**src/rtl/slink_includes.vh**
```
// Shared S-Link data-ID constants used by the link-layer blocks.
`ifndef SLINK_INCLUDES_VH
`define SLINK_INCLUDES_VH

`define IDL_SYM    8'h00
`define NOP_DATAID 8'h01

`endif

```
**src/rtl/slink_ll_rx_pkt_router_pkg.sv**
```systemverilog
// Types, FSM encodings and helpers shared by the S-Link RX packet router.
`include "slink_includes.vh"

package slink_ll_rx_pkt_router_pkg;

  // state   | meaning
  // IDLE    | waiting for sop&&valid
  // PASS    | forwarding beats of a matched packet to the latched channel
  // DROP    | swallowing beats of a filtered packet
  localparam logic [1:0] ST_IDLE = 2'd0;
  localparam logic [1:0] ST_PASS = 2'd1;
  localparam logic [1:0] ST_DROP = 2'd2;

  localparam logic [7:0] PKT_NOP_ID = `NOP_DATAID;
  localparam logic [7:0] PKT_IDL_ID = `IDL_SYM;

  typedef logic [16:0] beat_cnt_t;

  // 17-bit so word_count + BYTES_PER_BEAT-1 cannot wrap near 0xFFFF.
  function automatic beat_cnt_t pkt_beats(input logic [15:0] wc, input int unsigned shift);
    beat_cnt_t sum;
    beat_cnt_t beats;
    sum   = {1'b0, wc} + ((17'd1 << shift) - 17'd1);
    beats = sum >> shift;
    if (beats == '0) beats = 17'd1;
    return beats;
  endfunction

  function automatic logic is_filler_id(input logic [7:0] id);
    return (id == PKT_NOP_ID) || (id == PKT_IDL_ID);
  endfunction

endpackage

```
**src/rtl/slink_ll_rx_pkt_match.sv**
```systemverilog
// Combinational rule compare and priority encoder: lowest matching rule index wins.
module slink_ll_rx_pkt_match
  import slink_ll_rx_pkt_router_pkg::*;
#(
  parameter int NUM_CH    = 2,
  parameter int NUM_RULES = 4,
  parameter int CH_W      = 1
) (
  input  logic [7:0]              data_id,
  input  logic [NUM_RULES-1:0]    rule_en,
  input  logic [8*NUM_RULES-1:0]  rule_id,
  input  logic [8*NUM_RULES-1:0]  rule_mask,
  input  logic [CH_W*NUM_RULES-1:0] rule_ch,
  output logic                    hit,
  output logic [CH_W-1:0]         ch
);

  always_comb begin
    hit = 1'b0;
    ch  = '0;
    // Walk downward so the lowest matching index is the last to overwrite.
    for (int r = NUM_RULES - 1; r >= 0; r--) begin
      if (rule_en[r] &&
          ((data_id & rule_mask[r*8 +: 8]) == (rule_id[r*8 +: 8] & rule_mask[r*8 +: 8])) &&
          (32'(rule_ch[r*CH_W +: CH_W]) < NUM_CH)) begin
        hit = 1'b1;
        ch  = rule_ch[r*CH_W +: CH_W];
      end
    end
  end

endmodule

```
**src/rtl/slink_ll_rx_pkt_router.sv**
```systemverilog
// S-Link RX packet router: filters packets by data ID and steers beats to a channel.
// Optional drop counter enabled by defining SLINK_PKT_FILT_DROP_CNT_EN.
module slink_ll_rx_pkt_router
  import slink_ll_rx_pkt_router_pkg::*;
#(
  parameter int  NUM_CH         = 2,
  parameter int  NUM_RULES      = 4,
  parameter int  BYTES_PER_BEAT = 4,
  localparam int CH_W           = (NUM_CH > 1) ? $clog2(NUM_CH) : 1
) (
  input  logic                      clk,
  input  logic                      reset,
  input  logic                      sop,
  input  logic [7:0]                data_id,
  input  logic [15:0]               word_count,
  input  logic                      valid,
  input  logic [NUM_RULES-1:0]      rule_en,
  input  logic [8*NUM_RULES-1:0]    rule_id,
  input  logic [8*NUM_RULES-1:0]    rule_mask,
  input  logic [CH_W*NUM_RULES-1:0] rule_ch,
  input  logic                      drop_cnt_clr,
  output logic [NUM_CH-1:0]         sop_app,
  output logic [NUM_CH-1:0]         valid_app,
  output logic [NUM_CH-1:0]         eop_app,
  output logic                      abort,
  output logic                      busy,
  output logic [15:0]               drop_cnt
);

  localparam int BEAT_SHIFT = $clog2(BYTES_PER_BEAT);

  logic [1:0]        state_q, state_d;
  beat_cnt_t         rem_q, rem_d;
  logic [CH_W-1:0]   ch_q, ch_d;
  logic [NUM_CH-1:0] sop_d, valid_d, eop_d;
  logic              abort_d;
  logic              drop_inc;

  logic              match_hit;
  logic [CH_W-1:0]   match_ch;
  logic              pass_new;
  beat_cnt_t         new_beats;
  logic [NUM_CH-1:0] new_sel, cur_sel;

  slink_ll_rx_pkt_match #(
    .NUM_CH    (NUM_CH),
    .NUM_RULES (NUM_RULES),
    .CH_W      (CH_W)
  ) u_match (
    .data_id   (data_id),
    .rule_en   (rule_en),
    .rule_id   (rule_id),
    .rule_mask (rule_mask),
    .rule_ch   (rule_ch),
    .hit       (match_hit),
    .ch        (match_ch)
  );

  assign pass_new  = match_hit && !is_filler_id(data_id);
  assign new_beats = pkt_beats(word_count, BEAT_SHIFT);
  assign new_sel   = NUM_CH'(1) << match_ch;
  assign cur_sel   = NUM_CH'(1) << ch_q;

  always_comb begin
    state_d  = state_q;
    rem_d    = rem_q;
    ch_d     = ch_q;
    sop_d    = '0;
    valid_d  = '0;
    eop_d    = '0;
    abort_d  = 1'b0;
    drop_inc = 1'b0;
    if (valid && sop) begin
      // A sop mid-packet truncates the old packet and starts a fresh one.
      abort_d  = (state_q != ST_IDLE);
      ch_d     = match_ch;
      rem_d    = new_beats - 17'd1;
      drop_inc = !pass_new;
      if (pass_new) begin
        sop_d   = new_sel;
        valid_d = new_sel;
        if (new_beats == 17'd1) eop_d = new_sel;
      end
      if (new_beats == 17'd1) state_d = ST_IDLE;
      else                    state_d = pass_new ? ST_PASS : ST_DROP;
    end else if (valid && (state_q != ST_IDLE)) begin
      rem_d = rem_q - 17'd1;
      if (state_q == ST_PASS) begin
        valid_d = cur_sel;
        if (rem_q == 17'd1) eop_d = cur_sel;
      end
      if (rem_q <= 17'd1) state_d = ST_IDLE;
    end
  end

  always_ff @(posedge clk) begin
    if (reset) begin
      state_q   <= ST_IDLE;
      rem_q     <= '0;
      ch_q      <= '0;
      sop_app   <= '0;
      valid_app <= '0;
      eop_app   <= '0;
      abort     <= 1'b0;
    end else begin
      state_q   <= state_d;
      rem_q     <= rem_d;
      ch_q      <= ch_d;
      sop_app   <= sop_d;
      valid_app <= valid_d;
      eop_app   <= eop_d;
      abort     <= abort_d;
    end
  end

  assign busy = (state_q != ST_IDLE);

`ifdef SLINK_PKT_FILT_DROP_CNT_EN
  logic [15:0] drop_cnt_q;

  always_ff @(posedge clk) begin
    if (reset || drop_cnt_clr) begin
      drop_cnt_q <= '0;
    end else if (drop_inc && (drop_cnt_q != 16'hFFFF)) begin
      drop_cnt_q <= drop_cnt_q + 16'd1;
    end
  end

  assign drop_cnt = drop_cnt_q;
`else
  logic unused_drop;
  assign unused_drop = drop_cnt_clr ^ drop_inc;
  assign drop_cnt    = '0;
`endif

endmodule
```
**config.mk**
```make
export PLATFORM = sky130hd
export DESIGN_NAME = slink_ll_rx_pkt_router
export DESIGN_NICKNAME = d
export VERILOG_FILES = /design/src/rtl/slink_ll_rx_pkt_router_pkg.sv /design/src/rtl/slink_ll_rx_pkt_match.sv /design/src/rtl/slink_ll_rx_pkt_router.sv
export VERILOG_INCLUDE_DIRS = /design/src /design/src/rtl
export SDC_FILE = /design/constraint.sdc
export NUM_CORES = 1
export LEC_CHECK = 0
export CAP_MARGIN = 0
export CORE_MARGIN = 2
export CORE_UTILIZATION = 40
export CTS_CLUSTER_SIZE = 16
export DETAILED_ROUTE_END_ITERATION = 16
export PLACE_DENSITY_LB_ADDON = 0.25
export SETUP_SLACK_MARGIN = 0.1
export SLEW_MARGIN = 10
export SYNTH_ARGS = -nofsm -noshare
export SYNTH_HDL_FRONTEND = slang
export SYNTH_SLANG_ARGS = --single-unit
```
**constraint.sdc**
```tcl
create_clock -name clk -period 3.2 [get_ports clk]
set_input_delay 0.32 -clock clk [delete_from_list [all_inputs] [get_ports clk]]
set_output_delay 0.32 -clock clk [all_outputs]
set_load 0.005 [all_outputs]
```
[Yosys cells after proc, flatten, opt, wreduce, memory -nomap -nowiden]
Index checks and enable logic that the tools add are counted.
Word-level totals
  register bits: 27
  input port bits: 101
  output and inout port bits: 24
  logic and storage cells: 72
Operators by class
  add/subtract/negate cells: 3
  $lt $le $gt $ge: 1
  eq/ne operators: 8
  shift operators: 2
  multiplexer cells: 26
  bitwise logic cells: 9
  reduce and logical (&&, ||, !) cells: 16
Operators by type and width (number)
  AND 8 bit: 8
  equality test 17 x 1 -> 1 bit (second input constant): 2
  2-to-1 mux 17 bit: 2
  subtractor 17 x 1 -> 17 bit (second input constant): 2
  equality test 8 bit: 4
  2-to-1 mux 2 bit: 15
  adder 16 x 2 -> 17 bit (second input constant): 1
  less-or-equal comparator 17 x 1 -> 1 bit (second input constant): 1
  zero test 17 bit: 1
  2-to-1 mux 15 bit: 1
  equality test 8 x 1 -> 1 bit (second input constant): 1
  zero test 8 bit: 1
  2-to-1 mux 1 bit: 8
  logical AND 1 bit: 7
  nonzero test 2 bit: 3
  << shifter 1 x 1 -> 2 bit (first input constant): 2
  equality test 2 x 1 -> 1 bit (second input constant): 1
  AND reduction 2 bit: 1
  OR reduction 2 bit: 1
  zero test 1 bit: 1
  logical OR 1 bit: 1
  inverter 1 bit: 1

[Depth between registers and ports, before layout]
Gate-level depths: netlist of the first run.
  word-level depth: 11
  depth in mapped cells: 14
  mapped depth without buffers: 12

[By module]
A second synthesis of the first run with hierarchy kept.
Unflattened totals
  cell total of the unflattened synthesis: 303
  area, all modules: 2396.0 µm²
By module, submodules not included
  slink_ll_rx_pkt_router: times used 1, cells an instance 237, area each 1886.8 µm², seq. area each 540.5 µm²
  slink_ll_rx_pkt_match: times used 1, cells an instance 66, area each 509.2 µm², seq. area each 0.0 µm²

[Worst setup path after synthesis of the first run]
Ideal clock, no wire load.
  kind: input -> register
  start: in word_count[6]
  end: reg rem_q[12]
  library setup time: 0.086 ns
  arrival: 2.548 ns
  required time: 3.114 ns
  path slack: 0.566 ns
  cell stages on the path: 12
  path buffers: 2
  cell sequence: clkbuf_1 -> nor4_1 -> nor2b_1 -> nand2_1 -> nor2_1 -> a21oi_1 -> ha_1 -> clkbuf_1 -> o32ai_1 -> xor2_1 -> nor2_1 -> a211oi_1
Between the ends
  cells in the longest elaborated chain, start to end: 5
Ends and longest elaborated chain
  start: declaration: line slink_ll_rx_pkt_router.sv:15  | input logic [15:0] word_count,
  adder 16 x 2 -> 17 bit (*): line slink_ll_rx_pkt_router_pkg.sv:23  | sum = {1'b0, wc} + ((17'd1 << shift) - 17'd1);
  zero test 17 bit: line slink_ll_rx_pkt_router_pkg.sv:25  | if (beats == '0) beats = 17'd1;
  2-to-1 mux 15 bit (*): line slink_ll_rx_pkt_router_pkg.sv:25
  subtractor 17 x 1 -> 17 bit (*): line slink_ll_rx_pkt_router.sv:77  | rem_d = new_beats - 17'd1;
  2-to-1 mux 17 bit (*): line slink_ll_rx_pkt_router.sv:73  | if (valid && sop) begin
  end signal: assignment: line slink_ll_rx_pkt_router.sv:107  | rem_q <= rem_d;
  end: declaration: line slink_ll_rx_pkt_router.sv:33  | beat_cnt_t rem_q, rem_d;
Every way passes the cells marked *; elsewhere a longest branch is shown, timed or not.
A chain may end at the register's enable or synchronous reset.

[Worst setup path in the final report of the first run]
  start: in word_count[2]
  end: reg rem_q[12]
Same word-level chain as after synthesis.

==> Implementation_results.wiki, run 1 <==
{| class="wikitable"
! Metric !! Value
|-
| Status || complete, no violations
|-
| Average size of a mapped cell || 7.71 um2
|-
| Dominant cell type by area after synthesis || sky130_fd_sc_hd__dfxtp_1
|-
| Count of instances resized after the clock tree is built || 0
|-
| WS Path Type || in2reg
|-
| Final slew viol count || 0
|-
| Clock insertion delay at the later pin of the skew report || 0.27 ns
|-
| Area growth from synthesis to final layout || 49.0%
|-
| First-pass GRT wire length || ~11000 um
|-
| H-tree depth reported by CTS || 1
|-
| Number of distinct library cells after synthesis || 48
|-
| Critical path capture point type || register
|-
| Count leader, synth || sky130_fd_sc_hd__xor2_1
|-
| Critical Path Start Type || input pin
|-
| Critical Path Most Common Cell || sky130_fd_sc_hd__nor2_1
|-
| CTS tree || done
|-
| Transition time of the tightest slew-check pin || 0.643 ns
|-
| Antenna Diode Count || 0
|-
| Via count || 2548
|-
| Final setup violating endpoints || 0
|-
| Async set-or-reset flop fraction in the synthesized netlist || 0
|-
| RSZ-0062 raised after global routing || no
|-
| CP Data Required Time || 3.39 ns
|-
| Path type of the worst min-delay path || reg2reg
|-
| Post-detailed-route count of antenna-violating nets || 0
|-
| Final Net Count || 516
|-
| Routability cong. || 0.887
|-
| Layout cell share with drive strength beyond 1 || 0.0585
|-
| Worst Path Max Fanout || 9
|-
| Number of hold violations in the final report || 0
|-
| Final worst-path cycle share || 0.849
|-
| Kind of cell with the highest combined delay on the critical path || simple AND/OR/NAND/NOR gates
|-
| Placed instance count || 478
|-
| Max IR drop VDD || between 150 and 200 uV
|-
| Number of buffers inserted during clock tree synthesis || 3
|-
| Setup TNS || 0 ns
|-
| Routed Wire Length || 7120 um
|-
| Largest net degree at the start of global routing || 17
|-
| Via count of the first global-routing pass || between 2000 and 2500
|-
| Number of vias per cell || 5.29
|-
| Worst-path cell chain || clkdlybuf4s50_1, or4_1, nor3_1, nand2_1, nor2_1, a21oi_1, ha_1, o32ai_1, xor2_1, nor2_1, a211oi_1
|-
| Worst endpoint data arrival time || 2.91 ns
|-
| Max cap viols || 0
|-
| Slowest cell on crit path || sky130_fd_sc_hd__or4_1
|-
| Flop and latch count out of synthesis || 27
|-
| Core area || 5610 um2
|-
| Post-synth top cells || sky130_fd_sc_hd__xor2_1, sky130_fd_sc_hd__nor2_1, sky130_fd_sc_hd__nand2_1
|-
| Iteration-0 DRC count of the detailed router || 93
|-
| Effective utilization at floorplan || 0.419
|-
| Number of setup buffers added after CTS || 0
|-
| Initial antenna violation count || 0
|-
| CTS Hold Bufs || 0
|-
| Fraction of synthesized cell area taken by the top area cell type || 0.230
|-
| Rel. slew slack || 0.567
|-
| Area contributors post-synth || sky130_fd_sc_hd__dfxtp_1, sky130_fd_sc_hd__xor2_1, sky130_fd_sc_hd__xnor2_1
|-
| Sinks on the clock net || 27
|-
| Number of non-filler instances in the completed layout || 482
|-
| Overall overflow remaining after global route || 0
|-
| Die height || slightly above 80 um
|-
| Maximum clock insertion buffer count || 2
|-
| IO Pins || around 130
|-
| Highest Clock Rate || approximately 0.37 GHz
|-
| Number of buffers added on ports || 107
|-
| Leak pwr || 1.31 nW
|-
| Number of iterations in the first detailed-routing pass || 4
|-
| Die area || roughly 6500 um2
|-
| Number of standard-cell rows in the floorplan || 27
|-
| Total buffers and inverters traversed by the critical path || 1
|-
| Final HPWL from detailed placement || 5890 um
|-
| Routed length per instance || 14.8 um
|-
| Count of flip-flops with a built-in enable after synthesis || 0
|-
| All-Layer GR Usage || 0.219
|-
| Min cycle time layout || 2.72 ns
|-
| Cell area power density || 264 nW/um2
|-
| Post-synthesis instance area || 2350 um2
|-
| Most instantiated flip-flop cell in the synthesis netlist || sky130_fd_sc_hd__dfxtp_1
|-
| Horizontal die dimension || 80.7 um
|-
| Sequential area share after synthesis || 0.230
|-
| DRC violation count after routing || 0
|-
| Clock-pin slew of the registers on the worst-case setup and hold paths || 0.09 ns
|-
| Cells after synthesis || 305
|-
| Fin Clk Skew || 0.00271 ns
|-
| Yosys warning count || 0
|-
| Root buffer cell || sky130_fd_sc_hd__clkbuf_8
|-
| CP max stage delay || 0.55 ns
|}
## cells by family after synthesis
kind of cell             count (synthesis)  synth area share
AND/OR/NAND/NOR                        121             0.262
flip-flops                              27             0.230
other                                    1           0.00160
adder cells (fa/ha/maj)                  4            0.0213
XOR/XNOR                                55             0.205
AO/OA/AOI/OAI                           59             0.187
multiplexers                             1           0.00426
buffers and inverters                   37            0.0883
## cell type report
type                            count  area (um2)
Fill cell                         510        2100
Multi-Input combinational cell    256        1660
Timing Repair Buffer              117        1150
Sequential cell                    27         541
Tap cell                           72        90.1
Clock buffer                        4        45.0
Inverter                            6        22.5
## per-layer routing
layer  global-route usage  up-vias  routed length, um
met5                    0        -                  0
met4               0.0814        0                185
met3               0.0461       16                509
met2                0.378      102               3390
met1                0.266     1161               3040
li1                     -     1269                  -
## path summary, 6_finish.rpt
| path | startpoint | endpoint | slack (ns) | cells past startpoint |
|---|---|---|---|---|
| min | ch_q | eop_app[0] | 0.49 | 1 |
| min reg2reg | ch_q | eop_app[0] | 0.49 | 1 |
| max | word_count[2] | rem_q[12] | 0.48 | 11 |
| max reg2reg | rem_q[3] | rem_q[11] | 1.18 | 7 |
## stage by stage
| step | power [mW] | utilization | cell area [um2] | hold WS [ns] | worst slack [ns] |
|---|---|---|---|---|---|
| 2_1_floorplan | 0.574 | - | 2410 | 0.442 | 0.566 |
| 3_3_place_gp | 0.733 | 0.617 | 3460 | 0.476 | 0.240 |
| 3_5_place_dp | 0.742 | 0.617 | 3460 | 0.481 | 0.194 |
| 4_1_cts | 0.930 | 0.625 | 3500 | 0.495 | 0.476 |
| 5_1_grt | 0.983 | 0.625 | 3500 | 0.509 | 0.263 |
| 6_report | 0.926 | 0.625 | 3500 | 0.490 | 0.482 |
## power breakdown
group          internal (mW)  switching (mW)  leakage [nW]
combinational          0.206           0.157          1.06
clock                 0.0891          0.0995        0.0228
sequential             0.356          0.0183         0.221
## state kept, by name, summed over array words and instances (netlist names)
| name | cells |
|---|---|
| rem_q | 17 |
| eop_app | 2 |
| sop_app | 2 |
| state_q | 2 |
| valid_app | 2 |
| abort | 1 |
| ch_q | 1 |
## layout by cell type (no fill, tap or decap), drive strengths merged, types with 4 or more instances in the layout
| master | count |
|---|---|
| clkdlybuf4s50 | 107 |
| xor2 | 41 |
| nor2 | 31 |
| nand2 | 28 |
| dfxtp | 27 |
| nor3 | 19 |
| conb | 16 |
| xnor2 | 14 |
| a211oi | 13 |
| a22oi | 11 |
| buf | 10 |
| nor4 | 9 |
| a21oi | 9 |
| o21ai | 9 |
| inv | 6 |
| or3 | 5 |
| nand3 | 5 |
| and3 | 4 |
| and2 | 4 |
| ha | 4 |
| clkbuf | 4 |
Note: power is estimated with default switching activity, not from simulation.
==> inputs of run 2 (changes only) <==
--- a/config.mk
+++ b/config.mk
@@ -8,7 +8,7 @@
 export LEC_CHECK = 0
 export CAP_MARGIN = 0
 export CORE_MARGIN = 2
-export CORE_UTILIZATION = 40
+export CORE_UTILIZATION = 36
 export CTS_CLUSTER_SIZE = 16
 export DETAILED_ROUTE_END_ITERATION = 16
 export PLACE_DENSITY_LB_ADDON = 0.25
==> constraint.sdc (replaced) <==
create_clock -name clk -period 2.2 [get_ports clk]
set_input_delay 0.22 -clock clk [delete_from_list [all_inputs] [get_ports clk]]
set_output_delay 0.22 -clock clk [all_outputs]
set_load 0.005 [all_outputs]
==> run 2 against run 1 <==
Critical endpoint is now rem_q[6]. Routed wire length grew 15%. Largest cell class unchanged. Final cell count grew 13%. Global-route usage shrank 0.063 points. Combinational power grew 82%. Critical path depth grew 1.
==> Implementation_results.wiki, run 2 (same netlist as run 1, synthesis figures left out) <==
{| class="wikitable"
! Metric !! Value
|-
| Status || complete, no violations
|-
| Effective utilization at floorplan || 0.370 (-0.0490)
|-
| WS Path Type || in2reg
|-
| Initial antenna violation count || 0 (unchanged)
|-
| Area growth from synthesis to final layout || 77.3%
|-
| Highest Clock Rate || 0.476 GHz
|-
| Horizontal die dimension || 84.8 um (+5.1%)
|-
| Final worst-path cycle share || 0.956
|-
| Via count || 2800 (+9.9%)
|-
| Number of standard-cell rows in the floorplan || 29 (+7.4%)
|-
| Worst Path Max Fanout || 6 (-3)
|-
| Critical Path Most Common Cell || sky130_fd_sc_hd__nor3_4
|-
| Kind of cell with the highest combined delay on the critical path || simple AND/OR/NAND/NOR gates
|-
| Worst endpoint data arrival time || 2.29 ns (-0.62 ns)
|-
| WHS Endpoint || rem_q[10]
|-
| Routed Wire Length || 8210 um (+15%)
|-
| IO Pins || 125 (unchanged)
|-
| Final core area utilization || 0.657 (+0.0318)
|-
| Final setup violating endpoints || 0 (unchanged)
|-
| Core area || 6350 um2 (+13%)
|-
| CTS tree || done
|-
| Max IR drop VDD || 306 uV (+69%)
|-
| Final Net Count || 574 (+11%)
|-
| Root buffer cell || sky130_fd_sc_hd__clkbuf_8
|-
| Iteration-0 DRC count of the detailed router || 103 (+11%)
|-
| Post-detailed-route count of antenna-violating nets || 0 (unchanged)
|-
| Slowest cell on crit path || sky130_fd_sc_hd__or4_4
|-
| Leak pwr || 1.82 nW (+39%)
|-
| Min cycle time layout || 2.10 ns
|-
| Most flop-heavy register || rem_q
|-
| Fillers || 548 (+7.5%)
|-
| Endpoint of the worst-slack reg-to-reg timing path || rem_q[13]
|-
| Number of buffers inserted during clock tree synthesis || 3 (unchanged)
|-
| H-tree depth reported by CTS || 1 (unchanged)
|-
| Number of hold violations in the final report || 0 (unchanged)
|-
| All-Layer GR Usage || 0.218 (-0.000633)
|-
| Critical path capture point type || register
|-
| Critical R2R Launch || rem_q[3]
|-
| Number of buffers added on ports || 107 (unchanged)
|-
| Hold Path Stages || 5 (+4)
|-
| Flip-flop count of the largest register, all copies and words added || 17 (unchanged)
|-
| Total buffers and inverters traversed by the critical path || 2 (+1)
|-
| Top library cells by usage in the layout, fill and taps aside || sky130_fd_sc_hd__clkdlybuf4s50_1, sky130_fd_sc_hd__buf_4, sky130_fd_sc_hd__xor2_1, sky130_fd_sc_hd__nor2_1, sky130_fd_sc_hd__dfxtp_1
|-
| Largest net degree at the start of global routing || 23 (+6)
|-
| Maximum clock insertion buffer count || 2 (unchanged)
|-
| Fin Clk Skew || 0.00555 ns (+0.00284 ns)
|-
| Number of vias per cell || 5.14 (-2.8%)
|-
| Max cap viols || 0 (unchanged)
|-
| Sinks on the clock net || 27 (unchanged)
|-
| Number of iterations in the first detailed-routing pass || 4 (unchanged)
|-
| Routability cong. || 0.909 (+2.6%)
|-
| Placed instance count || 525 (+9.8%)
|-
| Hold_sp || word_count[12]
|-
| CP max stage delay || 0.54 ns (about the same)
|-
| Die height || 84.8 um (+5.1%)
|-
| Routed length per instance || 15.1 um (+2.0%)
|-
| CP Data Required Time || 2.39 ns (-1.00 ns)
|-
| First-pass GRT wire length || 12900 um (+16%)
|-
| Reg2Reg Depth || 7 (unchanged)
|-
| Most common cell after layout, fill and taps aside || sky130_fd_sc_hd__clkdlybuf4s50_1
|-
| Cell area power density || 359 nW/um2 (+36%)
|-
| Worst-path cell chain || buf_6, or4_4, nor3_4, nand2_2, nor2_4, a21oi_4, ha_4, buf_4, nor3_4, a31oi_1, xor2_1, a211oi_1
|-
| Clock-pin slew of the registers on the worst-case setup and hold paths || 0.10 ns (about the same)
|-
| Final HPWL from detailed placement || 6350 um (+7.8%)
|-
| Path type of the worst min-delay path || in2reg
|-
| Die area || 7190 um2 (+11%)
|-
| Via count of the first global-routing pass || 2779 (+17%)
|-
| Worst setup slack for register-to-register paths || 0.31 ns (-0.87 ns)
|-
| Layout cell share with drive strength beyond 1 || 0.256 (+0.198)
|-
| DRC violation count after routing || 0 (unchanged)
|-
| Antenna Diode Count || 0 (unchanged)
|-
| Clock insertion delay at the later pin of the skew report || 0.28 ns (about the same)
|-
| Critical Path Start Type || input pin
|-
| Final slew viol count || 0 (unchanged)
|-
| Number of non-filler instances in the completed layout || 545 (+13%)
|-
| Overall overflow remaining after global route || 0 (unchanged)
|-
| RSZ-0062 raised after global routing || yes
|}
run 2: layout make-up:
type / instances / area [um2] / share of cell area
flip-flops and latches: 27 / 541 / 0.130
clock inverters: 1 / 7.51 / 0.00180
well taps: 77 / 96.3 / 0.0231
clock buffers: 3 / 41.3 / 0.00990
multi-input cells: 256 / 1870 / 0.448
inverters: 6 / 25.0 / 0.00600
repair buffers: 175 / 1590 / 0.381
run 2: worst max-delay path by stage:
| stage | from | endpoint | cells after the start |
|---|---|---|---|
| 2_1_floorplan | word_count[3] | rem_q[8] | 12 |
| 3_3_place_gp | word_count[3] | eop_app[1] | 13 |
| 3_5_place_dp | word_count[3] | eop_app[0] | 14 |
| 4_1_cts | word_count[0] | eop_app[1] | 13 |
| 5_1_grt | word_count[3] | rem_q[10] | 14 |
| 6_report | word_count[3] | rem_q[6] | 12 |
run 2: power by group:
group | switching [mW] | total [mW] | internal (mW) | leakage, nW
Sequential | 0.0284 | 0.547 | 0.518 | 0.221
Clock | 0.161 | 0.289 | 0.129 | 0.0217
Combinational | 0.281 | 0.660 | 0.380 | 1.58
run 2: metrics by stage:
stage	hold WS (ns)	total power, mW	setup TNS (ns)	setup WS, ns	cell area, um2
floorplan	0.398	0.845	-0.0867	-0.0229	2480
global placement	0.478	1.14	-6.63	-0.509	3840
detailed placement	0.486	1.16	-7.65	-0.581	3840
CTS	0.467	1.46	0	0.100	4030
global route	0.416	1.58	-0.0176	-0.0176	4170
finish	0.402	1.50	0	0.0978	4170
run 2: worst reg2reg max path, cell delays in order, from the launching register on:
cell and delay [ns]:
sky130_fd_sc_hd__dfxtp_1 0.36, sky130_fd_sc_hd__or4_4 0.58, sky130_fd_sc_hd__nor3_4 0.17, sky130_fd_sc_hd__and2_4 0.20, sky130_fd_sc_hd__nor2b_1 0.18, sky130_fd_sc_hd__xor2_1 0.17
sky130_fd_sc_hd__nand2_1 0.07, sky130_fd_sc_hd__a21oi_1 0.11
run 2: what timing repair did:
action / CTS / global route
setup buffers: 11 / 6
hold buffers: 0 / 0
gates resized for setup: 42 / 54
endpoints found under the setup margin: 18 / 21
pin swaps: 22 / 22
run 2: metal layers:
layer  routed length (um)  track usage  part of all wire
met5                    0            0                 0
met4                  132       0.0620             0.016
met3                  517       0.0292             0.063
met2                 4310        0.424              0.53
met1                 3250        0.247              0.40
